## src/rtl/cpu_step_controller.sv

```systemverilog
// cpu_step_controller: turns raw step/run buttons into single-clock step_pulse
// strobes for the program counter, with manual step, free-run and halt modes.
// Optional feature macro: CPU_BREAKPOINT_EN (stop in RUN when pc_address
// matches an armed bp_addr at the divider terminal, before that instruction).
module cpu_step_controller #(
    parameter int DEBOUNCE_LIMIT = 50000,
    parameter int RUN_DIV        = 10000000,
    parameter int PC_W           = 5,
    parameter int CNT_W          = 16
) (
    input  logic             clk,
    input  logic             reset_n,
    input  logic             step_btn,
    input  logic             run_btn,
    input  logic             halt_req,
    input  logic [PC_W-1:0]  pc_address,
    input  logic [PC_W-1:0]  bp_addr,
    input  logic             bp_valid,
    output logic             step_pulse,
    output logic             running,
    output logic             halted,
    output logic [CNT_W-1:0] step_count
);

    localparam int DB_W  = $clog2(DEBOUNCE_LIMIT + 1);
    localparam int DIV_W = $clog2(RUN_DIV);

    localparam logic [DB_W-1:0]  DB_MAX   = DB_W'(DEBOUNCE_LIMIT);
    localparam logic [DIV_W-1:0] DIV_LAST = DIV_W'(RUN_DIV - 1);
    localparam logic [CNT_W-1:0] CNT_MAX  = '1;

    typedef enum logic [1:0] {
        IDLE = 2'd0,
        RUN  = 2'd1,
        HALT = 2'd2
    } state_t;

    state_t state, state_d;

    // Bit 0 carries the step button, bit 1 the run button.
    logic [1:0]      btn_raw;
    logic [1:0]      sync_a;
    logic [1:0]      sync_b;
    logic [1:0]      db_lvl;
    logic [1:0]      db_lvl_q;
    logic [DB_W-1:0] db_cnt [2];

    logic             step_press;
    logic             run_press;
    logic             bp_match;
    logic             div_term;
    logic             pulse_d;
    logic [DIV_W-1:0] div_cnt;

    assign btn_raw = {run_btn, step_btn};

    // Synchronise each button, then require DEBOUNCE_LIMIT consecutive high
    // cycles before the debounced level rises; any low sample restarts it.
    always_ff @(posedge clk or negedge reset_n) begin
        if (!reset_n) begin
            sync_a   <= '0;
            sync_b   <= '0;
            db_lvl   <= '0;
            db_lvl_q <= '0;
            for (int i = 0; i < 2; i++) begin
                db_cnt[i] <= '0;
            end
        end else begin
            sync_a   <= btn_raw;
            sync_b   <= sync_a;
            db_lvl_q <= db_lvl;
            for (int i = 0; i < 2; i++) begin
                if (!sync_b[i]) begin
                    db_cnt[i] <= '0;
                    db_lvl[i] <= 1'b0;
                end else if (db_cnt[i] != DB_MAX) begin
                    db_cnt[i] <= db_cnt[i] + 1'b1;
                    if (db_cnt[i] == DB_MAX - 1'b1) begin
                        db_lvl[i] <= 1'b1;
                    end
                end
            end
        end
    end

    // One-cycle press strobes from the rising edge of each debounced level.
    assign step_press = db_lvl[0] & ~db_lvl_q[0];
    assign run_press  = db_lvl[1] & ~db_lvl_q[1];

`ifdef CPU_BREAKPOINT_EN
    assign bp_match = bp_valid && (pc_address == bp_addr);
`else
    // Breakpoint ports stay on the boundary but feed nothing in this build.
    logic unused_bp;
    assign unused_bp = ^{bp_valid, bp_addr, pc_address};
    assign bp_match  = 1'b0;
`endif

    assign div_term = (state == RUN) && (div_cnt == DIV_LAST);

    // Rate divider: runs only while staying in RUN, so every entry starts at 0.
    always_ff @(posedge clk or negedge reset_n) begin
        if (!reset_n) begin
            div_cnt <= '0;
        end else if ((state != RUN) || (state_d != RUN)) begin
            div_cnt <= '0;
        end else if (div_cnt == DIV_LAST) begin
            div_cnt <= '0;
        end else begin
            div_cnt <= div_cnt + 1'b1;
        end
    end

    // State register.
    always_ff @(posedge clk or negedge reset_n) begin
        if (!reset_n) begin
            state <= IDLE;
        end else begin
            state <= state_d;
        end
    end

    // Next state and pulse request; the if-chains encode event priority
    // halt_req > breakpoint > run press > step press / divider terminal.
    always_comb begin
        state_d = state;
        pulse_d = 1'b0;
        unique case (state)
            IDLE: begin
                if (halt_req) begin
                    state_d = HALT;
                end else if (run_press) begin
                    state_d = RUN;
                end else if (step_press) begin
                    pulse_d = 1'b1;
                end
            end
            RUN: begin
                if (halt_req) begin
                    state_d = HALT;
                end else if (div_term && bp_match) begin
                    state_d = HALT;
                end else if (run_press) begin
                    state_d = IDLE;
                end else if (div_term) begin
                    pulse_d = 1'b1;
                end
            end
            HALT: begin
                if (!halt_req && step_press) begin
                    state_d = IDLE;
                end
            end
            default: begin
                state_d = IDLE;
            end
        endcase
    end

    // Registered outputs, updated on the same edge as the state.
    always_ff @(posedge clk or negedge reset_n) begin
        if (!reset_n) begin
            step_pulse <= 1'b0;
            running    <= 1'b0;
            halted     <= 1'b0;
            step_count <= '0;
        end else begin
            step_pulse <= pulse_d;
            running    <= (state_d == RUN);
            halted     <= (state_d == HALT);
            if (pulse_d && (step_count != CNT_MAX)) begin
                step_count <= step_count + 1'b1;
            end
        end
    end

endmodule

```

## config.mk

```make
export PLATFORM = sky130hd
export DESIGN_NAME = cpu_step_controller
export DESIGN_NICKNAME = d
export VERILOG_FILES = /design/src/rtl/cpu_step_controller.sv
export SDC_FILE = /design/constraint.sdc
export NUM_CORES = 1
export LEC_CHECK = 0
export CORE_MARGIN = 2
export CORE_UTILIZATION = 34
export CTS_CLUSTER_DIAMETER = 120
export DETAILED_ROUTE_END_ITERATION = 16
export DONT_BUFFER_PORTS = 1
export SLEW_MARGIN = 20
export SYNTH_ARGS = -nofsm -noshare
export SYNTH_HDL_FRONTEND = slang
export SYNTH_SLANG_ARGS = --single-unit
```

## constraint.sdc

```tcl
create_clock -name clk -period 1.9 [get_ports clk]
set_input_delay 0.19 -clock clk [delete_from_list [all_inputs] [get_ports clk]]
set_output_delay 0.19 -clock clk [all_outputs]
set_load 0.005 [all_outputs]
```

==> results of run 1 <==
-- cell usage in the layout (no fill, tap or decap), types with 2 or more instances in the layout --
master,Yosys,routed
dfrtp_1,85,85
nor2_1,39,39
xnor2_1,35,35
nand3_1,31,30
nand2_1,27,27
buf_4,1,25
xor2_1,23,23
and2_1,19,19
nand4_1,17,17
and3_1,13,13
nor3_1,12,12
nor2b_1,10,10
inv_1,9,9
clkbuf_16,0,9
or3_1,7,7
o21ai_0,7,7
a21boi_0,6,6
nand2b_1,5,5
ha_1,6,5
a21oi_1,4,4
nor4_2,1,3
and4b_1,3,3
nor4_1,6,3
nor3_2,3,3
o21a_1,3,3
clkbuf_8,0,3
dlygate4sd3_1,0,3
nand4bb_1,2,2
nor2_2,2,2
or2_2,2,2
nand3b_1,2,2
clkinv_4,0,2
-- worst max-delay path: cells and delay by family, from the launching register on --
family,cells,cell delay (ns)
buf+inv,2,0.36
flops,1,0.39
xor+xnor,1,0.17
simple gates,4,0.55
fa+ha+maj,1,0.21
-- state kept, by name (all words and copies together), names as in the netlist --
| signal | cells |
|---|---|
| step_pulse | 1 |
| div_cnt | 24 |
| db_lvl | 2 |
| sync_b | 2 |
| halted | 1 |
| state | 2 |
| running | 1 |
| sync_a | 2 |
| step_count | 16 |
| db_lvl_q | 2 |
| db_cnt | 32 |
-- cell type report --
| class | count | area, sq um | area share |
|---|---|---|---|
| Sequential cell | 85 | 2130 | 0.439 |
| Tap cell | 147 | 184 | 0.0379 |
| Inverter | 9 | 33.8 | 0.00697 |
| Timing Repair Buffer | 28 | 218 | 0.0449 |
| Clock buffer | 12 | 267 | 0.0550 |
| Clock inverter | 4 | 55.1 | 0.0114 |
| Multi-Input combinational cell | 298 | 1960 | 0.405 |
-- worst max-delay path by stage --
| stage | slack [ns] | from | endpoint |
|---|---|---|---|
| 2_1_floorplan | 0.07 | step_count[0] | step_count[1] |
| 3_3_place_gp | 0.07 | div_cnt[0] | step_count[6] |
| 3_5_place_dp | 0.04 | div_cnt[0] | step_count[6] |
| 4_1_cts | 0.02 | div_cnt[0] | step_count[6] |
| 5_1_grt | -0.004 | div_cnt[4] | div_cnt[19] |
| 6_report | 0.11 | div_cnt[0] | div_cnt[22] |
-- metal layers --
| metal | wire [microns] | global-route usage |
|---|---|---|
| met1 | 3590 | 0.158 |
| met2 | 3470 | 0.196 |
| met3 | 242 | 0.0386 |
| met4 | 98 | 0.0496 |
| met5 | 0 | 0 |
-- timing repair --
item | in CTS | in global routing
gates resized for setup | 0 | 9
setup buffers | 0 | 1
endpoints found under the hold margin | 89 | 85
endpoints found under the setup margin | 0 | 21
-- power breakdown --
| part | total [mW] | switching [mW] | internal (mW) | leakage [nW] |
|---|---|---|---|---|
| Combinational | 0.0370 | 0.0147 | 0.0223 | 0.736 |
| Sequential | 1.85 | 0.0227 | 1.82 | 1.16 |
| Clock | 1.84 | 0.707 | 1.13 | 0.155 |
| Total | 3.72 | 0.744 | 2.98 | 2.05 |
-- logic make-up after synthesis --
logic type               Yosys count  synth area share
AND/OR/NAND/NOR                  209             0.280
flip-flops                        85             0.514
XOR/XNOR                          58             0.123
AO/OA/AOI/OAI                     23            0.0354
buffers and inverters             20            0.0239
adder cells (fa/ha/maj)            6            0.0182
multiplexers                       2           0.00514
==> results.txt, run 1 <==
The final clock period utilization by the worst path came out at 0.941. The die covers roughly 0.013 sq mm. The cell area power density came out at around 770 mW/mm^2.

The first routing iteration left roughly 250 violations. The finished cells cover roughly 0.0048 sq mm. The total clock sinks came out at 85. After synthesis, the cell types taking the most area are dfrtp_1, xnor2_1, xor2_1. The post-synthesis average cell area is 10.3 sq um.

Traced cell by cell, the critical path runs through ha_2 > nand3_2 > buf_4 > nor4_1 > buf_4 > nand4_1 > xnor2_1 > nor2_1. For this configuration, the core starts out at a cell density of 0.346. The quantity of hold-fixing buffers added after cts came out at 3. The critical path in this run is classified as reg2reg. Including well taps, the total number of placed cells is 563.

The final critical-path setup slack is between 0.1 and 0.15 ns. Data arrives at the worst endpoint at between 2 and 2.5 ns. The count of placed standard cells in the final layout, fillers left out is approximately 580.

IR analysis of the VDD net gives a maximum drop of ~0.00042 V. The TritonCTS clock tree is built. The net count after synthesis came out at 425. The tree is rooted in a clkbuf_16. During placement, the flow inserted port buffers numbering 0. The die outline height came out at roughly 110 microns. STA classifies the critical path endpoint as a register. The number of synthesized register bits came out at 85. The flow ran to the end, but the final reports show violations. The endpoint identified for the worst register-to-register timing path is div_cnt[22]. The portion of the post-synthesis area used by sequential elements came out at 0.514. After global routing the overflow that remains totals 0. The cell area after placement came out at ~0.0044 sq mm.

The power after layout came out at 3.72 mW. The layout filler cell count came out at 1143. The core region is roughly 0.012 sq mm. The commonest cells after synthesis are dfrtp_1, nor2_1, xnor2_1. The post-synthesis cell count came out at between 400 and 500. The clock-pin slew on the worst setup and hold paths is about 0.07 ns. The startpoint type of the worst setup path is a register. The measured slew at the worst slew-check pin is between 0.4 and 0.5 ns.

In this run, CTS created clock tree buffers numbering 9. The number of remaining DRC errors came out at 0. The length in cells of the worst reg-to-reg path came out at 8. The worst relative slew slack came out at 0.675. The highest clock rate came out at ~560 MHz. The checks that failed: hold timing. The clock skew is a little over 0.007 ns. The slowest cell on the critical path is dfrtp_1.

The via count of the first global-routing pass is about 2.9k. The core utilization of the finished layout came out at 0.405. The number of pins exceeding their max-slew limit in the final report is 0. The post-detailed-placement half-perimeter wirelength is 4.99 mm.

The number of nets in the layout came out at approximately 450. The most prevalent standard cell on the critical path is buf_4. Across the run, the number of max-cap violations was 0. The final setup violation count is 0. The yosys synthesis warning count is 0.

The total global-route track usage came out at 0.124. The number of search-and-repair iterations in the first detailed-routing pass is 4. The main flop type after synthesis is dfrtp_1. In this run the critical register-to-register path is launched from div_cnt[0].

The setup slack of the worst register-to-register path is between 0.1 and 0.15 ns. The share of the synthesized area in the top cell type is 0.514. The antenna cell count is 0.

The number of nets with antenna violations after detailed routing is 0. The area growth from synthesis to layout is 17.2%. The area of the mapped netlist is just over 0.004 sq mm.

The synthesized netlist contains 44 unique library cells. The highest net fanout along the worst path is 5. The classification of the worst-slack hold path is in2async.

The number of antenna violations at the first check in global routing is 0. The biggest cell delay along the critical path is roughly 0.4 ns. The H-tree generated during clock tree synthesis spans 3 levels. The routed design has about 7.4 mm of wire.

The routed layout has around 2.9k vias. The required time of the critical path is 2.12 ns. The clock network latency to the later pin of the worst-skew pair came out at roughly 0.34 ns. The fraction of final layout cells sized beyond drive strength 1 is 0.135.

The global-route wire length before repair is 13.0 mm. The share of synthesized flip-flops with an asynchronous set or reset came out at 1.00. The routed via count divided by cell count is approximately 5.0.

For the final routed database, the setup TNS stands at 0 ns. The count of endpoints failing hold in the final timing report came out at 85. The number of flops mapped to enable cells by yosys came out at 0. In this run the deepest clock path goes through 2 buffers.

The maximum number of pins on one net before global-route repair came out at 86. The shortest clock period the worst path allows after layout came out at around 1.8 ns. Among all cell types in the netlist, the one instantiated most often is dfrtp_1. The congestion estimate from routability-driven global placement came to 0.792. The top-level I/O count is 35. In this run the horizontal extent of the chip is 114 microns. The pre-CTS setup slack came out at 0.0366 ns. The average wire per standard cell is about 13 microns. The static leakage came out at between 2 and 2.5 nW. The final hold slack is -0.455 ns. The number of placement rows is 40.

Of all cell types, the one taking the most synthesized area is dfrtp_1.
(Power assumes the default switching activity.)
==> run 2: changes to the inputs <==
Clock period 1.9 ns to 1.89 ns, I/O delays scaled along.
==> run 2 against run 1 <==
Compared with the run above:
- the flow still finishes with violations (hold timing)
- routed wire length up 1.1%
- flip-flop and latch count unchanged
- power is 2.0% higher
- clock power rose by 3%
- clock skew is 0.0017 ns lower
- clock-buffer cell count up 2
- core utilization is 0.55 points higher
- global-route usage grew 0.13 points
- setup slack got worse by 0.0075 ns
- via count fell by 0.90%
- maximum frequency up 0.14%
- first-iteration DRC count fell by 39%
- critical path type unchanged
- largest cell class unchanged
==> results.txt, run 2 (synthesis results as in run 1) <==
The run finished, with violations left. The checks that failed: hold timing. The maximum VDD drop is between 0.0004 and 0.0005 V. The detailed router finished its first iteration with roughly 150 violations. After clock tree synthesis, the flow added hold-fix buffers numbering 3. The last weighted congestion value of the routability-driven placer is between 0.8 and 0.9. OpenSTA, run right after detailed placement, puts the worst setup slack at -0.0338 ns.

The total CTS buffers came out at 9. In the final timing run, aggregate negative setup slack is 0 ns. The global-route wire length before repair is around 13 mm. The final hold slack came out at -0.457 ns. The count of endpoints failing hold in the final timing report is 85.

The root buffer cell is clkbuf_16. The post-detailed-placement half-perimeter wirelength is about 5.1 mm. Headroom to the max-slew limit came out at 0.690. The die is approximately 110 microns wide. The largest registers in the layout are db_cnt x32, div_cnt x24, step_count x16. Leaving out fill and tap cells, the most frequent cell in the layout is dfrtp_1.

In the layout the commonest cells are dfrtp_1, nor2_1, xnor2_1, nand3_1, buf_4. The average wire per standard cell is 12.7 microns. The slowest stage of the critical path is the or4b_1 cell. Row generation in the floorplan step produced 40 rows.

The power after layout came out at around 3.8 mW. Traced cell by cell, the critical path runs through nand3_2 > or4b_1 > buf_4 > nor3_2 > xnor2_1 > nor2_1. At the end of the flow the core is filled with cells to 0.411. The number of max-capacitance violations reported came out at 0. The fraction of final layout cells sized beyond drive strength 1 came out at 0.149. The core footprint is approximately 0.012 sq mm. The measured slew at the worst slew-check pin is around 0.47 ns. The number of remaining DRC errors came out at 0. The instance count after placement with tap cells included came out at around 570.

The number of antenna violations at the first check in global routing is 0. The number of pins exceeding their max-slew limit in the final report is 0. The layout filler cell count is between 1k and 1.5k. The register with the most flip-flops in the layout has 32 of them. Dividing the final minimum period by the clock period gives 0.944.

Counting along the longest clock path gives a buffer depth of 2. The setup slack of the worst register-to-register path is 0.11 ns. The length in cells of the worst reg-to-reg path came out at 6.

The total detailed-routing wirelength came out at 7.48 mm. The clock-pin slew on the worst setup and hold paths came out at 0.06 ns. The total global-route track usage came out at 0.125. The overall die area came out at roughly 0.013 sq mm. The top-level I/O count came out at 35. The clock network latency to the later pin of the worst-skew pair came out at between 0.3 and 0.4 ns. The static leakage came out at 2.09 nW.

The total clock sinks came out at 85. The count of placed standard cells in the final layout, fillers left out is 589. The via count of the first global-routing pass is roughly 2.7k. The antenna cell count is 0.

The required time of the critical path is between 2 and 2.5 ns. The die outline height came out at about 110 microns. The number of nets in the layout came out at 459. The detail route stage leaves a number of antenna-violating nets equal to 0.

The biggest cell delay along the critical path is between 0.5 and 0.6 ns. The initial utilization of the core area, before any placement, comes to 0.346. The clock skew came out at ~0.0056 ns. The startpoint identified for the worst register-to-register timing path is div_cnt[4].

The worst path meets setup with 0.105 ns of slack. The highest clock rate came out at 560 MHz. Input and output buffers added on the ports amount to 0. The final setup violation count came out at 0. The shortest clock period the worst path allows after layout came out at around 1.8 ns.

The worst setup path is captured at a register. The arrival time of data at the critical path endpoint came out at approximately 2 ns. The maximum number of pins on one net before global-route repair is between 80 and 90. The TritonCTS clock tree is built. The largest register by flop count is db_cnt.

The post-synthesis to final-layout area growth is 18.9%. The highest net fanout along the worst path is 6. The total global routing overflow came out at 0. In this run the critical register-to-register path is captured at div_cnt[17]. The number of vias in the routed layout came out at around 2.9k.

Using the TritonRoute via totals, the vias-per-cell ratio works out to 4.87. The classification of the worst setup path is reg2reg. The number of H-tree levels is 3.

The first detailed-routing pass ran for 4 iterations. STA classifies the critical path startpoint as a register. The path class of the tightest hold or removal check is in2async. For this design the ratio of total power to cell area is around 770 mW/mm^2.
## run 2: cell types whose count changed in the layout (fill, tap and decap cells not counted), sizes merged
cell,change
buf,+6
clkbuf,+2
clkinv,-2
## run 2: per-layer routing
metal  GRT usage  wire (microns)
met1       0.158            3580
met2       0.194            3480
met3      0.0445             310
met4      0.0512             121
met5           0               0
## run 2: power by group
group	internal (mW)	switching (mW)
logic	0.0229	0.0153
clock network	1.20	0.697
registers	1.83	0.0227
## run 2: worst max-delay path by stage
stage / from / end / cells after the start
floorplan: step_count[0] / step_count[1] / 6
global placement: db_cnt[30] / db_cnt[16] / 5
detailed placement: db_cnt[30] / db_cnt[16] / 5
CTS: db_cnt[23] / db_cnt[16] / 5
global route: div_cnt[0] / div_cnt[13] / 8
finish: div_cnt[4] / div_cnt[17] / 6
## run 2: area by class of cell
type,instances,area [sq um],area share
sequential,85,2130,0.433
multi-input combinational,298,1970,0.401
clock buffer,14,294,0.0598
timing repair buffer,34,267,0.0542
tap,147,184,0.0374
clock inverter,2,37.5,0.00764
inverter,9,33.8,0.00687
## run 2: what timing repair did
item | 4_1_cts | 5_1_grt
hold endpoints to repair | 89 | 85
setup buffers | 0 | 3
endpoints found under the setup margin | 6 | 21
gates resized for setup | 2 | 9
pin swaps | 2 | 7
## run 2: per-stage QoR
| step | hold WS [ns] | area (sq um) |
|---|---|---|
| after detailed placement | -0.104 | 4460 |
| after CTS | -0.477 | 4840 |
| after global routing | -0.482 | 4910 |
| final | -0.457 | 4910 |
| after global placement | -0.104 | 4460 |
| after floorplan | -0.107 | 4140 |
## run 2: worst max-delay path, delay by kind of cell (launching register included)
| family | cells | cell delay (ns) |
|---|---|---|
| and+or+nand+nor | 4 | 0.93 |
| DFF | 1 | 0.41 |
| buffers and inverters | 1 | 0.19 |
| xor gates and xnor gates | 1 | 0.14 |
